### src/rtl/data_table_search_res_merger.sv
// Result merger for the parallel data-table search.
// Each engine feeds its own small FIFO. Results are re-emitted on a single
// ready/valid stream in round-robin dispatch order, which is engine 0, 1, ..
// ENGINES_CNT-1, then 0 again, whatever order the engines finish in.
module data_table_search_res_merger #(
  parameter int ENGINES_CNT = 3,
  parameter int RES_WIDTH   = 64,
  parameter int FIFO_DEPTH  = 4,
  parameter int CNT_WIDTH   = 32
) (
  input  logic                               clk_i,
  input  logic                               rst_n_i,
  input  logic [ENGINES_CNT-1:0]             eng_valid_i,
  output logic [ENGINES_CNT-1:0]             eng_ready_o,
  input  logic [ENGINES_CNT*RES_WIDTH-1:0]   eng_data_i,
  output logic                               res_valid_o,
  input  logic                               res_ready_i,
  output logic [RES_WIDTH-1:0]               res_data_o,
  output logic [$clog2(ENGINES_CNT)-1:0]     res_eng_o,
  output logic [CNT_WIDTH-1:0]               res_cnt_o
);

  localparam int ENG_W = $clog2(ENGINES_CNT);
  localparam int PTR_W = $clog2(FIFO_DEPTH);
  localparam int OCC_W = PTR_W + 1;

  logic [RES_WIDTH-1:0]   mem_r    [ENGINES_CNT][FIFO_DEPTH];
  logic [PTR_W-1:0]       wr_idx_r [ENGINES_CNT];
  logic [PTR_W-1:0]       rd_idx_r [ENGINES_CNT];
  logic [OCC_W-1:0]       occ_r    [ENGINES_CNT];

  logic [ENGINES_CNT-1:0] full_s;
  logic [ENGINES_CNT-1:0] empty_s;
  logic [ENGINES_CNT-1:0] wr_en_s;
  logic [ENGINES_CNT-1:0] sel_s;
  logic [ENGINES_CNT-1:0] pop_s;
  logic [ENG_W-1:0]       rd_ptr_r;
  logic [ENG_W-1:0]       rd_ptr_nxt_s;
  logic [RES_WIDTH-1:0]   head_s;
  logic                   head_empty_s;
  logic                   load_s;

  // FIFO status comes from registered occupancy only, so a pop never
  // makes a full FIFO ready within the same cycle.
  always_comb begin
    for (int g = 0; g < ENGINES_CNT; g++) begin
      full_s[g]  = (occ_r[g] == OCC_W'(FIFO_DEPTH));
      empty_s[g] = (occ_r[g] == OCC_W'(0));
      wr_en_s[g] = eng_valid_i[g] & ~full_s[g];
    end
  end

  assign eng_ready_o = ~full_s;

  // Select the head of the FIFO named by the order pointer (AND-OR mux).
  always_comb begin
    head_s       = '0;
    head_empty_s = 1'b1;
    for (int g = 0; g < ENGINES_CNT; g++) begin
      sel_s[g]     = (rd_ptr_r == ENG_W'(g));
      head_s       = head_s | ({RES_WIDTH{sel_s[g]}} & mem_r[g][rd_idx_r[g]]);
      head_empty_s = head_empty_s & ~(sel_s[g] & ~empty_s[g]);
    end
  end

  // Load the output register whenever the in-order FIFO has data and the
  // output slot is free or being emptied this cycle; never skip an engine.
  always_comb begin
    load_s = ~head_empty_s & (~res_valid_o | res_ready_i);
    pop_s  = sel_s & {ENGINES_CNT{load_s}};
    if (rd_ptr_r == ENG_W'(ENGINES_CNT - 1)) begin
      rd_ptr_nxt_s = '0;
    end else begin
      rd_ptr_nxt_s = rd_ptr_r + ENG_W'(1);
    end
  end

  // FIFO storage; contents are qualified by occupancy so no reset is needed.
  always_ff @(posedge clk_i) begin
    for (int g = 0; g < ENGINES_CNT; g++) begin
      if (wr_en_s[g]) begin
        mem_r[g][wr_idx_r[g]] <= eng_data_i[g*RES_WIDTH +: RES_WIDTH];
      end
    end
  end

  // FIFO pointers and occupancy; simultaneous write and pop leave occupancy unchanged.
  always_ff @(posedge clk_i or negedge rst_n_i) begin
    if (!rst_n_i) begin
      for (int g = 0; g < ENGINES_CNT; g++) begin
        wr_idx_r[g] <= '0;
        rd_idx_r[g] <= '0;
        occ_r[g]    <= '0;
      end
    end else begin
      for (int g = 0; g < ENGINES_CNT; g++) begin
        if (wr_en_s[g]) begin
          wr_idx_r[g] <= wr_idx_r[g] + PTR_W'(1);
        end
        if (pop_s[g]) begin
          rd_idx_r[g] <= rd_idx_r[g] + PTR_W'(1);
        end
        occ_r[g] <= occ_r[g] + OCC_W'(wr_en_s[g]) - OCC_W'(pop_s[g]);
      end
    end
  end

  // Output register and order pointer; data holds while stalled.
  always_ff @(posedge clk_i or negedge rst_n_i) begin
    if (!rst_n_i) begin
      res_valid_o <= 1'b0;
      res_data_o  <= '0;
      res_eng_o   <= '0;
      rd_ptr_r    <= '0;
    end else if (load_s) begin
      res_valid_o <= 1'b1;
      res_data_o  <= head_s;
      res_eng_o   <= rd_ptr_r;
      rd_ptr_r    <= rd_ptr_nxt_s;
    end else if (res_valid_o & res_ready_i) begin
      res_valid_o <= 1'b0;
    end
  end

  // Delivered-results counter, wraps naturally at its width.
  always_ff @(posedge clk_i or negedge rst_n_i) begin
    if (!rst_n_i) begin
      res_cnt_o <= '0;
    end else if (res_valid_o & res_ready_i) begin
      res_cnt_o <= res_cnt_o + CNT_WIDTH'(1);
    end
  end

endmodule

### config.mk
export PLATFORM = sky130hd
export DESIGN_NAME = data_table_search_res_merger
export DESIGN_NICKNAME = d
export VERILOG_FILES = /design/src/rtl/data_table_search_res_merger.sv
export SDC_FILE = /design/constraint.sdc
export NUM_CORES = 1
export LEC_CHECK = 0
export ABC_AREA = 1
export BUFFER_PORTS_ARGS = -buffer_cell sky130_fd_sc_hd__buf_4
export CAP_MARGIN = 10
export CORE_MARGIN = 3
export CORE_UTILIZATION = 30
export CTS_BUF_LIST = sky130_fd_sc_hd__clkbuf_4
export DETAILED_ROUTE_END_ITERATION = 6
export PLACE_DENSITY = 0.45
export SYNTH_ARGS = -nofsm -noshare
export SYNTH_HDL_FRONTEND = slang
export SYNTH_SLANG_ARGS = --single-unit
### constraint.sdc
create_clock -name clk_i -period 5.6 [get_ports clk_i]
set_input_delay 0.56 -clock clk_i [delete_from_list [all_inputs] [get_ports clk_i]]
set_output_delay 0.56 -clock clk_i [all_outputs]
set_load 0.05 [all_outputs]
==> flow_summary.toml, run 1 <==
[timing]
rsz0062_at_grt = "no"
tightest_slew_ns = 1.16
max_freq_ghz = 0.341
setup_ws_ns = 2.66
setup_violations = 0
hold_violations = 0
period_needed_ns = 2.94
slew_headroom = 0.227
whs_ns = 0.187
drv_slew = 0
min_period_over_period = 0.524
skew_ns = 0.0480
tns_ns = 0

[routing]
wl_per_cell_um = 20.7
postRouteAntennaNets = 0
vias = 25200
drt_iter0_markers = 1577
drc_errors = 0
drt-total-wl_mm = 115
first_pass_iters = 5
vias_per_cell = 4.55

[cts]
numClockSinks = 890
cts_buffers = 234
cts_setup_buffers = 0
clkTransAtPathRegs_ns = 0.07
cts_resized = 0
cts_tree = "built"
insertion_delay_ns = 1.12
clockBufferDepth = 3
root_buffer = "clkbuf_4"
cts.htree.levels = 4
cts_hold_buf = 205

[grt]
antenna_found_initial = 24
grt_pass1_wl_mm = 168
grt_max_degree = 122
grt_overflow_total = 0
track_usage = 0.185
grt_pass1_vias = 25300

[yosys]
syn_avg_cell_area_um2 = 11.3
synthTopCellsByArea = "edfxtp_1 64%, nand2_1 15%, dfrtp_1 8.5%, nand3_1 6.7%, buf_2 0.94%"
syn-num-nets = 3385
synthCells = 3165
yosysTopAreaCell = "edfxtp_1"
yosysUniqueCellTypes = 22
ys_warn_count = 0
netlist.area_leader.share = 0.644
netlist_area_um2 = 35800
ys_ff_latch = 890
yosysSeqAreaShare = 0.729

[floorplanning]
start_util = 0.303
die_h_um = 351
core-area_um2 = 118000
io_pins = 300
die_area_um2 = 124000
die_w_um = 351
rows = 126

[worst_setup_path]
cp-end-kind = "flip-flop"
crit_fanout = 87
critPathRequiredTime_ns = 6.61
crit_type = "reg2reg"
cp.arrival_ns = 3.94
worst_setup_path_start_kind = "flip-flop"

[layout]
syn_to_final_growth_pct = 25.8
layout.nets = 4004
mostFrequentLayoutCell = "nand2_1"
mostFrequentLayoutCells = "1431 x nand2_1, 768 x edfxtp_1, 480 x nand3_1"
drive_gt1_frac = 0.192

[power]
ir_drop_mv = 0.190
p_leak_uw = 0.0183
powerDensity_nw_per_um2 = 345

[min_path]
hp-class = "in2reg"

[placed_design]
port_buffers = 299
dp_slack_ns = 2.64
gp_congestion = 0.836
dp_hpwl_mm = 73.3

[outcome]
status = "completed"

[run]
drv_cap = 0
area by class of cell:
class	instances	area, µm²
Antenna cell	22	55.1
Timing Repair Buffer	546	4640
Fill cell	11800	73200
Tap cell	1536	1920
Multi-Input combinational cell	2040	8820
Clock inverter	51	314
Sequential cell	890	26100
Clock buffer	382	2870
Inverter	72	278
per-stage QoR:
step | util | area [µm²] | total power [µW] | cells
after floorplan | - | 35800 | 9050 | 3165
after global placement | 0.336 | 39700 | 9630 | 4879
after detailed placement | 0.336 | 39700 | 9640 | 4879
after CTS | 0.380 | 45000 | 15800 | 5517
after global routing | 0.381 | 45000 | 16400 | 5527
final | 0.381 | 45000 | 15500 | 5539
metal layers:
layer / GRT usage / vias to the layer above / part of all wire
li1: - / 12200 / -
met1: 0.235 / 12100 / 0.43
met2: 0.313 / 680 / 0.49
met3: 0.0468 / 186 / 0.058
met4: 0.0562 / 8 / 0.022
met5: 0 / - / 0.00040
synthesized netlist by cell type (all sizes together):
library cell / n
o21ai: 2
xnor2: 17
a21oi: 3
nand3: 481
nand2: 1432
ha: 19
clkbuf: 61
fa: 3
edfxtp: 768
nor3: 9
xor2: 15
inv: 72
buf: 102
dfrtp: 122
nor2: 42
nand3b: 4
nand4: 13
power by group:
part           switching [µW]  internal [µW]
registers                 152           8070
clock network            2700           3240
logic                     956            423
total                    3810          11700
state kept, by name (all words and copies together) (netlist names):
signal       flops
occ_r            9
res_cnt_o       32
rd_ptr_r         2
wr_idx_r         6
res_valid_o      1
mem_r          768
res_eng_o        2
res_data_o      64
rd_idx_r         6
path summary, 6_finish.rpt:
path                                 start              to  slack, ns  cells past startpoint
setup reg to reg               rd_idx_r[0]  res_data_o[18]       2.66                      8
max in group asynchronous          rst_n_i   res_cnt_o[28]       3.72                      4
setup / recovery               rd_idx_r[0]  res_data_o[18]       2.66                      8
min in group asynchronous          rst_n_i  res_data_o[50]       0.60                      3
hold / removal             eng_data_i[110]   mem_r[0][302]       0.19                      2
hold reg to reg             res_data_o[56]  res_data_o[56]       0.49                      2
cells by family after synthesis:
group / share of synthesized area
DFF: 0.729
AOI/OAI and AO/OA: 0.000699
xor gates and xnor gates: 0.00783
adders and majority gates: 0.00832
buffers and inverters: 0.0275
and+or+nand+nor: 0.226
worst max-delay path, cell delays in order (launching register included):
cell,delay (ns)
dfrtp_4,0.71
inv_4,0.84
buf_4,0.61
nand2_1,0.10
nand3_1,0.09
nand3_1,0.16
nand3_1,0.16
nand2_1,0.06
nand2_1,0.08
Note: power is estimated with default switching activity, not from simulation.
==> run 2, diff against run 1 <==
clock period = 2.9 ns   (was 5.6 ns; I/O delays follow)
==> run 2 against run 1 <==
Compared with the run above:
- critical path depth is 3 higher
- clock skew is 0.033 ns higher
- sequential power is 93% higher
- first-iteration DRC count is 3.3% higher
- cell count is 3.9% higher
- sequential cell count stayed put
- fmax is 15% higher
- combinational power is 120% higher
- via count is 2.4% higher
- utilization is 2.0 points higher
- routed wire length is 4.4% lower
- critical path type unchanged
- critical endpoint is now occ_r[2]
- largest power group unchanged
==> flow_summary.toml, run 2 (synthesized netlist as in run 1, its figures left out) <==
[floorplanning]
io_pins = 300
die_h_um = 351
start_util = 0.303
die_area_um2 = 124000
rows = 126
core-area_um2 = 118000
die_w_um = 351

[worst_setup_path]
cp-end-kind = "flip-flop"
r2r_cells = 11
path_common_cell = "inv_1"
cp.arrival_ns = 3.55
crit_fanout = 13
path_cells = "inv_1 -> nor2_4 -> nand2_1 -> nand3_2 -> nand3_1 -> inv_1 -> ha_1 -> inv_1 -> ha_1 -> fa_1 -> xor2_1"
cp_slowest_cell = "dfrtp_1"
worst_setup_path_start_kind = "flip-flop"
rrSetupSlack_ns = 0.34
critPathRequiredTime_ns = 3.89
timing.rr.end = "occ_r[2]"
crit_type = "reg2reg"
cpPeakStageDelay_ns = 0.50
r2r_start = "rd_ptr_r[1]"

[routing]
top_layer_used = "met5"
vias = 25800
first_pass_iters = 5
postRouteAntennaNets = 0
vias_per_cell = 4.48
wl_per_cell_um = 19.0
wl_met1_mm = 52.2
drt_iter0_markers = 1629
wl_met3_mm = 6.44
drt-total-wl_mm = 110
drc_errors = 0
wl_met2_mm = 49.3

[placed_design]
gp_congestion = 0.766
port_buffers = 299
dp_hpwl_mm = 66.1

[cts]
clkTransAtPathRegs_ns = 0.06
root_buffer = "clkbuf_4"
cts_resized = 0
cts_setup_buffers = 0
cts.htree.levels = 5
clockBufferDepth = 4
numClockSinks = 890
cts_hold_buf = 392
cts_tree = "built"
cts_buffers = 274
insertion_delay_ns = 1.15

[timing]
tightest_slew_ns = 0.987
drv_slew = 0
max_freq_ghz = 0.391
slew_headroom = 0.342
period_needed_ns = 2.56
skew_ns = 0.0813
hold_violations = 0
setup_violations = 0
min_period_over_period = 0.883
rsz0062_at_grt = "no"

[layout]
layout.nets = 4247
mostFrequentLayoutCells = "1431 x nand2_1, 768 x edfxtp_1, 480 x nand3_1"
mostFrequentLayoutCell = "nand2_1"
syn_to_final_growth_pct = 32.4
drive_gt1_frac = 0.192
largest_reg_flops = 768
final_core_util = 0.401
num-fill-cells = 11600

[grt]
grt_overflow_total = 0
grt_max_degree = 130
grt_pass1_vias = 25600
antenna_found_initial = 24
track_usage = 0.177
grt_pass1_wl_mm = 163

[power]
powerDensity_nw_per_um2 = 643
total_power_uw = 30500
p_leak_uw = 0.0193
ir_drop_mv = 0.347

[outcome]
status = "completed"

[min_path]
holdPathEnd = "wr_idx_r[1]"
hold_depth = 6
hp-class = "in2reg"
hold_start = "eng_valid_i[2]"

[run]
drv_cap = 0
run 2: cell count changes in the layout (fill, tap and decap cells not counted), moves of 5 or more:
cell           previous run  this run
diode_2                  22        14
buf_4                   339       329
dlygate4sd3_1           204       391
clkinv_1                 40        34
inv_2                     6        11
clkbuf_4                382       409
buf_12                    2        27
run 2: area by class of cell:
| class | count | area, µm² | area share |
|---|---|---|---|
| Clock inverter | 44 | 194 | 0.00409 |
| Sequential cell | 890 | 26100 | 0.551 |
| Antenna cell | 14 | 35.0 | 0.000739 |
| Multi-Input combinational cell | 2040 | 8820 | 0.186 |
| Timing Repair Buffer | 749 | 6960 | 0.147 |
| Inverter | 72 | 278 | 0.00586 |
| Tap cell | 1536 | 1920 | 0.0405 |
| Clock buffer | 409 | 3070 | 0.0648 |
run 2: how the worst max path moves through the flow:
stage	start	end	slack (ns)
floorplan	occ_r[1]	mem_r[0][512]	-0.44
global placement	rd_ptr_r[1]	res_valid_o	0.39
detailed placement	rd_ptr_r[1]	occ_r[5]	0.37
CTS	rd_ptr_r[1]	occ_r[5]	0.35
global route	rd_ptr_r[1]	occ_r[5]	0.14
finish	rd_ptr_r[1]	occ_r[2]	0.34
run 2: layer usage:
metal	track usage	vias up
met4	0.0544	8
met2	0.266	609
met1	0.250	12400
li1	-	12600
met3	0.0479	121
met5	0	-
run 2: worst max-delay path: cells and delay by family (launching register included):
kind,cells,cell delay [ns]
adders and majority gates,3,0.83
and+or+nand+nor,4,0.65
DFF,1,0.50
buffers and inverters,3,0.30
xor gates and xnor gates,1,0.17
run 2: power breakdown:
group / switching [µW] / total, µW / internal (µW)
registers: 289 / 15900 / 15600
clock network: 5220 / 11700 / 6460
logic: 1870 / 2970 / 1100
total: 7380 / 30500 / 23100
run 2: through the flow:
step / area, µm² / worst slack, ns / std cells / setup TNS, ns / hold WS [ns]
6_report: 47400 / 0.341 / 5754 / 0 / 0.290
5_1_grt: 47400 / 0.139 / 5746 / 0 / 0.185
4_1_cts: 47400 / 0.348 / 5740 / 0 / 0.0784
3_5_place_dp: 40200 / 0.374 / 4895 / 0 / 0.354
3_3_place_gp: 40200 / 0.389 / 4895 / 0 / 0.355
2_1_floorplan: 35800 / -0.444 / 3165 / -309.91 / -0.00559
